**config.mk**
```make
export PLATFORM = sky130hd
export DESIGN_NAME = alarm_siren_driver
export DESIGN_NICKNAME = d
export VERILOG_FILES = /design/src/rtl/alarm_siren_driver.sv
export SDC_FILE = /design/constraint.sdc
export NUM_CORES = 1
export LEC_CHECK = 0
export CAP_MARGIN = 25
export CORE_MARGIN = 2
export CORE_UTILIZATION = 33
export DETAILED_ROUTE_END_ITERATION = 12
export PLACE_DENSITY_LB_ADDON = 0.1
export SYNTH_ARGS = -nofsm -noshare
export SYNTH_HDL_FRONTEND = slang
export SYNTH_SLANG_ARGS = --single-unit
```
**constraint.sdc**
```tcl
create_clock -name clk -period 2.25 [get_ports clk]
set_input_delay 0.3375 -clock clk [delete_from_list [all_inputs] [get_ports clk]]
set_output_delay 0.3375 -clock clk [all_outputs]
set_load 0.05 [all_outputs]
```
**src/rtl/alarm_siren_driver.sv**
```systemverilog
`timescale 1ns / 1ps
`default_nettype none
// ============================================================================
//  Module      : alarm_siren_driver
//  Description : Drives the physical siren from the alarm controller's level
//                output. Produces a timed on/off beep pattern and limits each
//                alarm event to MAX_BEEPS beeps. After the last beep it stays
//                silent (LOCKOUT) until the alarm level drops.
//  Ports       : clk        - system clock, rising edge
//                rst        - synchronous reset, active-low
//                alarm      - alarm level, high = intrusion active
//                siren      - siren drive, high = sounding
//                active     - high while beeping (on or off phase)
//                timed_out  - high while locked out (beep budget used up)
//                beep_count - beeps started in the current event
//  Revision    : 1.0 - initial release
// ============================================================================
module alarm_siren_driver #(
  parameter int ON_CYCLES  = 3,
  parameter int OFF_CYCLES = 2,
  parameter int MAX_BEEPS  = 4,
  parameter int CNT_W      = 16
) (
  input  logic       clk,
  input  logic       rst,
  input  logic       alarm,
  output logic       siren,
  output logic       active,
  output logic       timed_out,
  output logic [7:0] beep_count
);

  localparam logic [1:0] S_IDLE    = 2'd0;
  localparam logic [1:0] S_BEEP_ON = 2'd1;
  localparam logic [1:0] S_BEEP_OFF= 2'd2;
  localparam logic [1:0] S_LOCKOUT = 2'd3;

  localparam logic [CNT_W-1:0] C_ON_LAST  = CNT_W'(ON_CYCLES - 1);
  localparam logic [CNT_W-1:0] C_OFF_LAST = CNT_W'(OFF_CYCLES - 1);
  localparam logic [7:0]       C_MAX      = 8'(MAX_BEEPS);

  logic [1:0]       r_state;
  logic [CNT_W-1:0] r_cnt;
  logic [7:0]       r_beep_count;
  logic             r_siren;
  logic             r_active;
  logic             r_timed_out;

  logic [1:0]       w_state_nxt;
  logic [CNT_W-1:0] w_cnt_nxt;
  logic [7:0]       w_beep_count_nxt;

  // Next-state logic. An alarm clear is checked first in every beeping
  // state so it wins over a phase end on the same edge.
  always_comb begin
    w_state_nxt      = r_state;
    w_cnt_nxt        = r_cnt;
    w_beep_count_nxt = r_beep_count;
    case (r_state)
      S_IDLE: begin
        w_cnt_nxt        = '0;
        w_beep_count_nxt = 8'd0;
        if (alarm) begin
          w_state_nxt      = S_BEEP_ON;
          w_beep_count_nxt = 8'd1;
        end
      end
      S_BEEP_ON: begin
        if (!alarm) begin
          w_state_nxt      = S_IDLE;
          w_cnt_nxt        = '0;
          w_beep_count_nxt = 8'd0;
        end else if (r_cnt == C_ON_LAST) begin
          w_cnt_nxt = '0;
          // The final beep ends straight into lockout with no off phase.
          if (r_beep_count == C_MAX) begin
            w_state_nxt = S_LOCKOUT;
          end else begin
            w_state_nxt = S_BEEP_OFF;
          end
        end else begin
          w_cnt_nxt = r_cnt + CNT_W'(1);
        end
      end
      S_BEEP_OFF: begin
        if (!alarm) begin
          w_state_nxt      = S_IDLE;
          w_cnt_nxt        = '0;
          w_beep_count_nxt = 8'd0;
        end else if (r_cnt == C_OFF_LAST) begin
          w_state_nxt      = S_BEEP_ON;
          w_cnt_nxt        = '0;
          w_beep_count_nxt = r_beep_count + 8'd1;
        end else begin
          w_cnt_nxt = r_cnt + CNT_W'(1);
        end
      end
      S_LOCKOUT: begin
        w_cnt_nxt = '0;
        if (!alarm) begin
          w_state_nxt      = S_IDLE;
          w_beep_count_nxt = 8'd0;
        end
      end
      default: begin
        w_state_nxt      = S_IDLE;
        w_cnt_nxt        = '0;
        w_beep_count_nxt = 8'd0;
      end
    endcase
  end

  // Output flops are loaded from the next state so they change on the same
  // edge as the state register and stay glitch-free.
  always_ff @(posedge clk) begin
    if (!rst) begin
      r_state      <= S_IDLE;
      r_cnt        <= '0;
      r_beep_count <= 8'd0;
      r_siren      <= 1'b0;
      r_active     <= 1'b0;
      r_timed_out  <= 1'b0;
    end else begin
      r_state      <= w_state_nxt;
      r_cnt        <= w_cnt_nxt;
      r_beep_count <= w_beep_count_nxt;
      r_siren      <= (w_state_nxt == S_BEEP_ON);
      r_active     <= (w_state_nxt == S_BEEP_ON) || (w_state_nxt == S_BEEP_OFF);
      r_timed_out  <= (w_state_nxt == S_LOCKOUT);
    end
  end

  assign siren      = r_siren;
  assign active     = r_active;
  assign timed_out  = r_timed_out;
  assign beep_count = r_beep_count;

endmodule
`default_nettype wire

```
==> flow_summary.json <==
{
  "grt_first_pass_wirelength_um": 5513,
  "worstMarginPinSlew_ps": 496.5,
  "cp_max_fo": 5,
  "ys_seq_area_frac": 0.4095,
  "gp_congestion": 0.8609,
  "power_density_nw_per_um2": 567.8,
  "crit_type": "reg -> reg",
  "synth.area.top_cells": "dfxtp_1 41%, xnor2_1 6.8%, nor2_1 6.4%, ha_1 5.3%, xor2_1 3.7%",
  "hold_buffers": 0,
  "ys_warn_count": 0,
  "cts_max_level": 2,
  "drive_above_1_share": 0.1381,
  "ioPinCount": 14,
  "grt_pass1_vias": 1223,
  "rsz0062_at_grt": "no",
  "stdcell_area_um2": 1745,
  "slew_headroom": 0.6679,
  "r2r_end": "active",
  "syn-num-nets": 167,
  "cts_tree": "built",
  "drc": 0,
  "via_per_inst": 5.030,
  "setup_viol": 0,
  "start_kind": "register",
  "hp-start": "r_cnt[0]",
  "place_hpwl_um": 2142,
  "endpoint_kind": "register",
  "setup_tns_ps": 0,
  "fillers": 403,
  "placed_cell_area_um2": 1625,
  "worstReg2RegStart": "r_cnt[5]",
  "skew_ps": 4.040,
  "final_common_cell": "dfxtp_1",
  "critPathArrivalTime_ps": 2360,
  "post-route-period-util": 0.9541,
  "numCtsBuffers": 5,
  "slew_viol_final": 0,
  "p_leak_nw": 0.5699,
  "hold_slack_ps": 464.5,
  "antenna_found_initial": 0,
  "nNetsFinal": 190,
  "vias": 1162,
  "floorplan.initialDensity": 0.3494,
  "busiest_layer": "met2",
  "die_y_um": 69.54,
  "drtIter0Drc": 38,
  "whs_path_depth": 1,
  "rows": 23,
  "met3_usage": 0.05233,
  "synth.top_cell.area_share": 0.4095,
  "syn_inst": 158,
  "postRouteAntennaNets": 0,
  "wl_per_cell_um": 12.43,
  "avgSynthCellArea_um2": 8.972,
  "holdPathEnd": "r_cnt[0]",
  "area_delta_synth_final_pct": 23.12,
  "dp_cells": 223,
  "synth_cell_type_count": 32,
  "grt.total_usage": 0.1419,
  "worstSkewPairLatency_ps": 280,
  "hold_class": "reg -> reg",
  "die_w_um": 69.54,
  "status": "finished clean",
  "die-area_um2": 4836,
  "reg2reg_depth": 6,
  "diodes": 0,
  "overflow": 0,
  "maxCapViolCount": 0,
  "reg2reg_slack_ps": 100,
  "final_cell_mix": "27 x dfxtp_1, 24 x nor2_1, 13 x clkdlybuf4s50_1, 11 x xnor2_1",
  "first_pass_iters": 4,
  "numPortBuffers": 13,
  "grt_max_degree": 17,
  "required_ps": 2460,
  "hold_viol_final": 0,
  "cts.sinks": 29,
  "fmaxAchievable_mhz": 465.8,
  "grt_util_met1": 0.1584,
  "ys_ff_latch": 29,
  "root_buffer": "clkbuf_8",
  "max-vdd-ir-drop_v": 0.0003825,
  "syn_area_um2": 1418,
  "ctsLongestPathBuffers": 2,
  "layout.cells.non_filler": 231,
  "totalWireLength_um": 2871,
  "grt_use_met2": 0.2457,
  "core_area_um2": 4058,
  "yosys.area.top_type": "dfxtp_1",
  "clk_pin_slew_ps": 60,
  "min_period_ps": 2147
}
-- timing repair --
item	in CTS	in global routing
buffers inserted	0	1
endpoints found under the setup margin	0	2
gates resized for setup	0	6
-- cell type report --
class	instances	area, um2	share of cell area
clock buffer	7	86.33	0.04946
inverter	8	30.03	0.01720
multi-input combinational	119	815.8	0.4674
tap	50	62.56	0.03584
timing repair buffer	18	167.7	0.09606
sequential	29	583.1	0.3341
-- power breakdown --
group          leakage (nW)  internal (mW)  switching [mW]  total [mW]
registers             0.236          0.518         0.00446       0.523
logic                 0.290         0.0183          0.0270      0.0453
clock network        0.0443          0.242           0.181       0.423
total                 0.570          0.778           0.213       0.991
-- state kept, by name, indices dropped and copies added (netlist names) --
register    flops
siren           1
beep_count      8
r_state         2
r_cnt          16
timed_out       1
active          1
-- metrics by stage --
step	util	power, mW	worst slack (ps)
floorplan	-	0.5603	194.4
global placement	0.4006	0.5782	121.0
detailed placement	0.4006	0.5784	64.39
CTS	0.4218	1.006	50.11
global route	0.4302	1.037	9.841
finish	0.4302	0.9910	103.3
-- worst max path at each step --
stage | startpoint | end | cells past startpoint
global route | r_cnt[15] | active | 7
CTS | r_cnt[0] | active | 7
finish | r_cnt[5] | active | 6
detailed placement | r_cnt[0] | active | 7
global placement | r_cnt[0] | active | 7
floorplan | r_cnt[0] | active | 7
-- cells in the mapped netlist --
library cell / count
a21boi_0: 1
a21o_1: 1
a21oi_1: 7
and2_1: 6
and3_1: 4
and4_1: 3
buf_6: 1
clkbuf_1: 1
dfxtp_1: 29
ha_1: 6
inv_1: 8
nand2_1: 7
nand3_1: 7
nand3b_1: 1
nand4_1: 8
nor2_1: 24
nor2_2: 1
nor2b_1: 2
nor3_1: 3
nor3b_1: 1
nor4_1: 1
nor4_4: 1
nor4b_1: 1
o2111a_1: 1
o211ai_1: 5
o21ai_0: 2
o21ai_2: 1
or3_1: 2
or3b_2: 2
or4_4: 4
xnor2_1: 11
xor2_1: 6
-- layer usage --
layer	vias up	part of all wire
li1	600	-
met1	536	0.46
met2	19	0.49
met3	7	0.041
met4	0	0.017
met5	-	0
-- cells by family (layout without fill, tap and decap cells) --
family | after synthesis | in the layout | synth area share
flip-flops | 29 | 29 | 0.4095
AND/OR/NAND/NOR | 78 | 78 | 0.3178
AO/OA/AOI/OAI | 18 | 18 | 0.08297
buffers and inverters | 10 | 33 | 0.03177
XOR/XNOR | 17 | 17 | 0.1050
adder cells (fa/ha/maj) | 6 | 6 | 0.05296
-- worst max-delay path, cell delays in order, from the launching register on --
cell and delay [ps]:
dfxtp_1 360, or4_4 600, or4_4 530, nand2_1 90, and3_4 190, ha_1 220, nor2b_1 100
Note: power is estimated with default switching activity, not from simulation.
